==> src/rtl/ivector_echo_pkg.sv <==
// ivector_echo_pkg
// Shared types and helpers for the vector echo channel.
//   ELEM_W_DEF / NUM_ELEM_DEF : default element width and element count
//   elem_t                    : one vector element
//   entry_t                   : one FIFO entry {reverse, vec}
//   reverse_elems()           : reverses element order, keeps bit order inside elements
package ivector_echo_pkg;

    localparam int ELEM_W_DEF   = 32;
    localparam int NUM_ELEM_DEF = 22;
    localparam int VEC_W_DEF    = ELEM_W_DEF * NUM_ELEM_DEF;

    typedef logic [ELEM_W_DEF-1:0] elem_t;

    typedef struct packed {
        logic                 reverse;
        logic [VEC_W_DEF-1:0] vec;
    } entry_t;

    function automatic logic [VEC_W_DEF-1:0] reverse_elems(input logic [VEC_W_DEF-1:0] v);
        logic [VEC_W_DEF-1:0] r;
        elem_t                e;
        r = {VEC_W_DEF{1'b0}};
        for (int i = 0; i < NUM_ELEM_DEF; i++) begin
            e = v[i*ELEM_W_DEF +: ELEM_W_DEF];
            r[(NUM_ELEM_DEF-1-i)*ELEM_W_DEF +: ELEM_W_DEF] = e;
        end
        return r;
    endfunction

endpackage

==> src/rtl/ivector_echo_fifo.sv <==
// ivector_echo_fifo
// Generic registered FIFO with ENA/RDY handshakes on both sides.
// No write-through: data written at edge N is visible at the head after edge N.
// Full/empty flags depend on registered count only (no RDY->ENA path, no full bypass).
// Ports:
//   clk_i, rst_i         : clock, synchronous active-high reset
//   enq_ena_i/enq_data_i : write strobe and data; accepted when enq_rdy_o=1
//   enq_rdy_o            : not full
//   deq_ena_o/deq_data_o : head valid and head data
//   deq_rdy_i            : consumer accepts head
//   count_o              : entries held
module ivector_echo_fifo #(
    parameter  int WIDTH = 8,
    parameter  int DEPTH = 4,
    localparam int CNT_W = $clog2(DEPTH + 1),
    localparam int PTR_W = $clog2(DEPTH)
) (
    input  logic             clk_i,
    input  logic             rst_i,
    input  logic             enq_ena_i,
    input  logic [WIDTH-1:0] enq_data_i,
    output logic             enq_rdy_o,
    output logic             deq_ena_o,
    output logic [WIDTH-1:0] deq_data_o,
    input  logic             deq_rdy_i,
    output logic [CNT_W-1:0] count_o
);

    localparam logic [CNT_W-1:0] CNT_FULL = CNT_W'(DEPTH);
    localparam logic [CNT_W-1:0] CNT_ONE  = CNT_W'(1'b1);
    localparam logic [CNT_W-1:0] CNT_ZERO = {CNT_W{1'b0}};
    localparam logic [PTR_W-1:0] PTR_ONE  = PTR_W'(1'b1);
    localparam logic [PTR_W-1:0] PTR_ZERO = {PTR_W{1'b0}};

    logic [WIDTH-1:0] mem_q [DEPTH];
    logic [PTR_W-1:0] wr_ptr_q, wr_ptr_d;
    logic [PTR_W-1:0] rd_ptr_q, rd_ptr_d;
    logic [CNT_W-1:0] count_q, count_d;
    logic             enq_fire_s;
    logic             deq_fire_s;

    assign enq_rdy_o  = (count_q != CNT_FULL);
    assign deq_ena_o  = (count_q != CNT_ZERO);
    assign deq_data_o = mem_q[rd_ptr_q];
    assign count_o    = count_q;

    assign enq_fire_s = enq_ena_i & enq_rdy_o;
    assign deq_fire_s = deq_ena_o & deq_rdy_i;

    // Next-state for pointers and occupancy; DEPTH is a power of two so pointers wrap naturally
    always_comb begin
        wr_ptr_d = wr_ptr_q;
        rd_ptr_d = rd_ptr_q;
        count_d  = count_q;
        if (enq_fire_s) begin
            wr_ptr_d = wr_ptr_q + PTR_ONE;
        end else begin
            wr_ptr_d = wr_ptr_q;
        end
        if (deq_fire_s) begin
            rd_ptr_d = rd_ptr_q + PTR_ONE;
        end else begin
            rd_ptr_d = rd_ptr_q;
        end
        case ({enq_fire_s, deq_fire_s})
            2'b10:   count_d = count_q + CNT_ONE;
            2'b01:   count_d = count_q - CNT_ONE;
            default: count_d = count_q;
        endcase
    end

    // Control state registers
    always_ff @(posedge clk_i) begin
        if (rst_i) begin
            wr_ptr_q <= PTR_ZERO;
            rd_ptr_q <= PTR_ZERO;
            count_q  <= CNT_ZERO;
        end else begin
            wr_ptr_q <= wr_ptr_d;
            rd_ptr_q <= rd_ptr_d;
            count_q  <= count_d;
        end
    end

    // Storage is never reset; writes during reset are ignored
    always_ff @(posedge clk_i) begin
        if (enq_fire_s && !rst_i) begin
            mem_q[wr_ptr_q] <= enq_data_i;
        end
    end

endmodule

==> src/rtl/ivector_echo.sv <==
// ivector_echo
// Vector echo channel: buffers request_say vectors in a DEPTH-entry FIFO and
// replays them on ind_heard, optionally with element order reversed per entry.
// Optional feature macro: IVECTOR_ECHO_STATS_EN adds stats_enq_count/stats_deq_count.
// Ports:
//   CLK, RST                     : clock, synchronous active-high reset
//   request_say__ENA/__RDY       : enqueue handshake (RDY = not full)
//   request_say_v, _reverse      : vector and per-entry reverse flag
//   ind_heard__ENA/__RDY         : dequeue handshake (ENA = not empty)
//   ind_heard_v                  : head vector after optional reversal
//   occupancy                    : entries held (registered)
//   stats_enq_count/deq_count    : accepted transfer counters (macro only)

// Protocol checker: enqueue strobe while full is dropped by the FIFO and flagged here
module ivector_echo_chk (
    input logic clk_i,
    input logic rst_i,
    input logic ena_i,
    input logic rdy_i
);
    // Flag writes attempted while the FIFO is full
    always_ff @(posedge clk_i) begin
        if (!rst_i && ena_i) begin
            assert (rdy_i)
            else $warning("ivector_echo: request_say__ENA while request_say__RDY=0, write dropped");
        end
    end
endmodule

module ivector_echo
    import ivector_echo_pkg::*;
#(
    parameter  int ELEM_W   = ELEM_W_DEF,
    parameter  int NUM_ELEM = NUM_ELEM_DEF,
    parameter  int DEPTH    = 4,
    localparam int VEC_W    = ELEM_W * NUM_ELEM,
    localparam int CNT_W    = $clog2(DEPTH + 1)
) (
    input  logic             CLK,
    input  logic             RST,
    input  logic             request_say__ENA,
    input  logic [VEC_W-1:0] request_say_v,
    input  logic             request_say_reverse,
    output logic             request_say__RDY,
    output logic             ind_heard__ENA,
    output logic [VEC_W-1:0] ind_heard_v,
    input  logic             ind_heard__RDY,
    output logic [CNT_W-1:0] occupancy
`ifdef IVECTOR_ECHO_STATS_EN
    ,
    output logic [31:0]      stats_enq_count,
    output logic [31:0]      stats_deq_count
`endif
);

    logic [VEC_W:0]   fifo_dout_s;
    logic             head_rev_s;
    logic [VEC_W-1:0] head_vec_s;
    logic [VEC_W-1:0] rev_vec_s;

    ivector_echo_fifo #(
        .WIDTH (VEC_W + 1),
        .DEPTH (DEPTH)
    ) u_fifo (
        .clk_i      (CLK),
        .rst_i      (RST),
        .enq_ena_i  (request_say__ENA),
        .enq_data_i ({request_say_reverse, request_say_v}),
        .enq_rdy_o  (request_say__RDY),
        .deq_ena_o  (ind_heard__ENA),
        .deq_data_o (fifo_dout_s),
        .deq_rdy_i  (ind_heard__RDY),
        .count_o    (occupancy)
    );

    ivector_echo_chk u_chk (
        .clk_i (CLK),
        .rst_i (RST),
        .ena_i (request_say__ENA),
        .rdy_i (request_say__RDY)
    );

    assign head_rev_s = fifo_dout_s[VEC_W];
    assign head_vec_s = fifo_dout_s[VEC_W-1:0];

    // The package helper is sized for the default geometry; other geometries use a generic swap
    if (ELEM_W == ELEM_W_DEF && NUM_ELEM == NUM_ELEM_DEF) begin : g_rev_pkg
        entry_t head_entry_s;
        assign head_entry_s = fifo_dout_s;
        assign rev_vec_s    = reverse_elems(head_entry_s.vec);
    end else begin : g_rev_gen
        for (genvar i = 0; i < NUM_ELEM; i++) begin : g_elem
            assign rev_vec_s[i*ELEM_W +: ELEM_W] = head_vec_s[(NUM_ELEM-1-i)*ELEM_W +: ELEM_W];
        end
    end

    // Head transform: pick reversed or straight view per the entry's stored flag
    always_comb begin
        ind_heard_v = head_vec_s;
        if (head_rev_s) begin
            ind_heard_v = rev_vec_s;
        end else begin
            ind_heard_v = head_vec_s;
        end
    end

`ifdef IVECTOR_ECHO_STATS_EN
    logic [31:0] enq_cnt_q;
    logic [31:0] deq_cnt_q;

    // Free-running transfer counters, wrapping at 2^32
    always_ff @(posedge CLK) begin
        if (RST) begin
            enq_cnt_q <= 32'd0;
            deq_cnt_q <= 32'd0;
        end else begin
            if (request_say__ENA && request_say__RDY) begin
                enq_cnt_q <= enq_cnt_q + 32'd1;
            end
            if (ind_heard__ENA && ind_heard__RDY) begin
                deq_cnt_q <= deq_cnt_q + 32'd1;
            end
        end
    end

    assign stats_enq_count = enq_cnt_q;
    assign stats_deq_count = deq_cnt_q;
`endif

endmodule

==> config.mk <==
export PLATFORM = sky130hd
export DESIGN_NAME = ivector_echo
export DESIGN_NICKNAME = d
export VERILOG_FILES = /design/src/rtl/ivector_echo_pkg.sv /design/src/rtl/ivector_echo_fifo.sv /design/src/rtl/ivector_echo.sv
export SDC_FILE = /design/constraint.sdc
export NUM_CORES = 2
export LEC_CHECK = 0
export ABC_AREA = 1
export BUFFER_PORTS_ARGS = -buffer_cell sky130_fd_sc_hd__buf_2
export CORE_AREA = 2 2 559 561
export DETAILED_ROUTE_END_ITERATION = 7
export DIE_AREA = 0 0 561 563
export HOLD_SLACK_MARGIN = 0.03
export PLACE_DENSITY_LB_ADDON = 0.05
export SYNTH_ARGS = -nofsm -noshare
export SYNTH_HDL_FRONTEND = slang
export SYNTH_SLANG_ARGS = --single-unit
==> constraint.sdc <==
create_clock -name CLK -period 49.6 [get_ports CLK]
set_input_delay 4.96 -clock CLK [delete_from_list [all_inputs] [get_ports CLK]]
set_output_delay 4.96 -clock CLK [all_outputs]
set_load 0.02 [all_outputs]
==> impl_summary.txt <==
----------------------------------------------------
[Clock network]
  CTS tree ... done
  Clock tree sinks ... 2829
  Post-CTS Setup Inserts ... 0
  Clock latency on the worst-skew pair ... 0.91 ns
  TritonCTS Buffers ... 322
  Root buffer cell ... sky130_fd_sc_hd__clkbuf_16
  Hold-fix buffers at CTS ... 0
  Longest Clk Path Bufs ... 4
  Clock transition at path regs ... 0.06 ns
  Number of resized instances in the post-cts repair step ... 0
  Number of levels in the clock H-tree ... 5

[Layout]
  Final standard cell area without fillers ... 147000 um2
  Ratio of cells with drive above 1 in the final layout ... 18.0%
  Area of all sequential standard cells ... 84900 um2
  Synth-to-layout area growth ... 16.1%
  Area occupied by multi-input gates ... 30300 um2
  Post-layout nets ... 14600
  Filler cell count in the final layout ... 28800

[Floorplan]
  Core area ... 310000 um2
  Top-Level Pins ... 1418
  Vert. Die Dim ... 563 um
  Die outline area ... 316000 um2
  Starting utilization of the core area ... 40.8%
  Die width ... 561 um
  # rows ... 205

[Timing]
  Crit share post-route ... 23.7%
  Setup violation total in the final timing report ... 0
  Max-slew headroom ... 20.3%
  Post-Route Setup TNS ... 0 ns
  Count of final hold-check violations ... 0
  Count of pins over their slew limit ... 0
  Largest clock skew in the final design ... 0.0497 ns
  Maximum frequency from static timing analysis ... 0.0851 GHz
  RSZ-0062 raised after global routing ... no
  Crit path time final ... 11.75 ns
  Slew at the pin with the worst max-slew slack ... 1.20 ns

[Critical path]
  CP Data Arrival Time ... 6.79 ns
  Worst path cell trace ... buf_4, buf_4, buf_4, buf_4, buf_4, buf_4, or2_2, nand3_1, nand2_1, nand2_1, nand2_1, buf_2
  Data required time at the worst endpoint ... 44.64 ns
  Max Fanout on Critical Path ... 91
  Worst path slowest cell ... sky130_fd_sc_hd__buf_4
  Critical path type ... reg -> out
  Delay-heaviest family, CP ... buffers and inverters
  Critical path depth in cells ... 12
  Buffers plus inverters on the worst setup path ... 7
  Most common cell type on the critical path ... sky130_fd_sc_hd__buf_4
  Critical Path Sink Type ... output pin
  Worst reg-to-reg path cell count ... 9
  Delay contributed by the slowest stage of the critical path ... 0.80 ns
  Setup crit start kind ... register

[Global routing]
  Wire length of the first global-routing pass ... 559 mm
  Total global routing overflow ... 0
  Number of antenna violations at the first check in global routing ... 349
  Maximum number of pins on one net before global-route repair ... 232
  Global-route usage over all layers ... 24.1%
  Number of global-route vias before repair ... 80900

[Synthesis]
  Area share of and/or/nand/nor cells after synthesis ... 23.8%
  Xor-xnor portion of the synthesized cell area ... 0%
  Post-Synthesis Net Count ... 13400
  Post-synthesis adder-cell area fraction ... 0.0653%
  Portion of netlist area occupied by mux cells ... 0%
  Synth top area share ... 66.9%
  Most instantiated library cell after synthesis ... sky130_fd_sc_hd__nand2_1
  Fraction of the yosys area taken by sequential cells ... 67.1%
  Post-synth EDFFs ... 2820
  Number of unique standard cell types used by synthesis ... 20
  Post-synthesis compound-gate area fraction ... 0.0257%
  Synth Warn # ... 0
  Number of standard cells after synthesis ... 12700
  Yosys reg bits ... 2829
  Post-synth design cell area ... 127000 um2
  Asr flop ratio synth ... 0%
  Dominant combinational cell family by area after synthesis ... simple AND/OR/NAND/NOR gates
  Most numerous cell types in the synthesized netlist ... sky130_fd_sc_hd__nand2_1, sky130_fd_sc_hd__edfxtp_1, sky130_fd_sc_hd__inv_1, sky130_fd_sc_hd__nand3_1, sky130_fd_sc_hd__or2_2
  Syn_area_per_cell ... 9.97 um2
  Largest area contributor in the netlist ... sky130_fd_sc_hd__edfxtp_1
  Top_reg_cell synth ... sky130_fd_sc_hd__edfxtp_1
  Largest cells by area after synthesis ... sky130_fd_sc_hd__edfxtp_1, sky130_fd_sc_hd__nand2_1, sky130_fd_sc_hd__inv_1

[Pwr]
  Worst VDD drop ... 0.0000422 V
  Total power ... 7.79 mW
  Leak Pwr ... 66.1 nW
  Power per Cell Area ... 53.0 nW/um2

[Flow run]
  Max_cap viols ... 0

[Detailed routing]
  Residual DRC count ... 0
  First-pass DRT Iterations ... 6
  Post-detailed-routing wire length ... 393 mm
  Drt initial violations ... 6508
  Via density per instance ... 4.75
  Vias after detailed routing ... 87700
  Antenna violation net count after detailed routing ... 0
  WL/cell ... 21.3 um

[Placed design]
  Gp weighted congestion ... 0.951
  Detailed placement HPWL ... 256 mm
  Count of input and output buffers ... 1417
  Placed cell area ... 137000 um2

[Min path]
  Worst hold path depth ... 2
  HP Class ... reg -> reg

[Run status]
  Outcome ... complete, no violations

----------------------------------------------------
## metrics by stage
| step | hold WS, ns | instances | utilization [%] | setup slack (ns) |
|---|---|---|---|---|
| 6_report | 0.487 | 18500 | 47.3 | 37.85 |
| 3_3_place_gp | 0.498 | 17700 | 44.0 | 38.45 |
| 3_5_place_dp | 0.499 | 17700 | 44.0 | 38.38 |
| 2_1_floorplan | 0.459 | 12700 | - | 13.22 |
| 5_1_grt | 0.541 | 18400 | 47.3 | 37.30 |
| 4_1_cts | 0.484 | 18300 | 47.2 | 37.74 |
## kinds of logic (layout without fill, tap and decap cells)
| family | after synthesis | in the layout |
|---|---|---|
| compound gates | 6 | 6 |
| fa+ha+maj | 6 | 6 |
| buf+inv | 2757 | 4244 |
| flops | 2829 | 2829 |
| other cells | 0 | 145 |
| simple gates | 7086 | 7086 |
## final cells by class
| cell class | count | share of cell area (%) |
|---|---|---|
| diodes | 145 | 0.247 |
| clock buffers | 402 | 5.75 |
| clock inverters | 179 | 1.04 |
| inverters | 2131 | 5.46 |
| multi-input cells | 7098 | 20.6 |
| flip-flops and latches | 2829 | 57.8 |
| well taps | 4140 | 3.53 |
| repair buffers | 1532 | 5.57 |
## state kept, by name (all words and copies together) (netlist names), named ones only
signal	cells
u_fifo.mem_q	2820
u_fifo.count_o	3
u_fifo.rd_ptr_q	2
u_fifo.wr_ptr_q	2
## final timing paths
check	slack, ns	to	startpoint
min reg2reg	0.49	register	u_fifo.rd_ptr_q[1]
max reg2reg	43.18	u_fifo.mem_q[2][519]	u_fifo.count_o[1]
min	0.49	register	u_fifo.rd_ptr_q[1]
max	37.85	ind_heard_v[569]	register
## report_power, final
part,switching [mW],leakage (nW),total [mW],internal (mW)
combinational,2.03,35.6,2.74,0.714
clock,0.970,4.86,2.27,1.30
sequential,0.0235,25.7,2.78,2.76
## cell usage in the layout, fill, tap and decap left out
master,synthesis,routed
sky130_fd_sc_hd__clkbuf_16,0,325
sky130_fd_sc_hd__o21ai_0,2,2
sky130_fd_sc_hd__inv_1,2130,2129
sky130_fd_sc_hd__clkinv_2,0,55
sky130_fd_sc_hd__clkinv_1,0,73
sky130_fd_sc_hd__nand2_1,4953,4951
sky130_fd_sc_hd__dfxtp_1,9,7
sky130_fd_sc_hd__a21boi_0,1,1
sky130_fd_sc_hd__nand2_4,0,2
sky130_fd_sc_hd__nand3b_1,1,1
sky130_fd_sc_hd__clkinv_8,0,6
sky130_fd_sc_hd__a21oi_1,3,3
sky130_fd_sc_hd__nor2_1,14,10
sky130_fd_sc_hd__nand3_1,1414,1414
sky130_fd_sc_hd__clkinvlp_4,0,9
sky130_fd_sc_hd__dfxtp_4,0,2
sky130_fd_sc_hd__bufinv_16,0,16
sky130_fd_sc_hd__clkbuf_1,118,74
sky130_fd_sc_hd__or2_1,134,134
sky130_fd_sc_hd__clkinv_16,0,6
sky130_fd_sc_hd__inv_6,0,10
sky130_fd_sc_hd__buf_12,0,18
sky130_fd_sc_hd__fa_1,1,1
sky130_fd_sc_hd__clkbuf_8,0,3
sky130_fd_sc_hd__or2_2,570,570
sky130_fd_sc_hd__ha_1,5,5
sky130_fd_sc_hd__edfxtp_1,2820,2820
sky130_fd_sc_hd__nor2_4,0,4
sky130_fd_sc_hd__buf_4,128,97
sky130_fd_sc_hd__inv_8,0,3
sky130_fd_sc_hd__diode_2,0,145
sky130_fd_sc_hd__inv_16,0,3
sky130_fd_sc_hd__buf_2,344,1417
## worst register-to-register path, delay by kind of cell, from the launching register on
kind / cells / cell delay, ns
and+or+nand+nor: 3 / 1.05
DFF: 1 / 0.37
buffers and inverters: 5 / 4.19
AOI/OAI and AO/OA: 1 / 0.36
## metal layers
layer	global-route usage, %	wire length [um]	up-vias	part of all wire, %
met4	10.7	19200	204	4.9
met5	0	1330	-	0.34
met1	29.0	154000	41400	39
met2	39.0	182000	2539	46
li1	-	-	42600	-
met3	8.57	37100	926	9.4
Power figures use the tool's default switching activity.
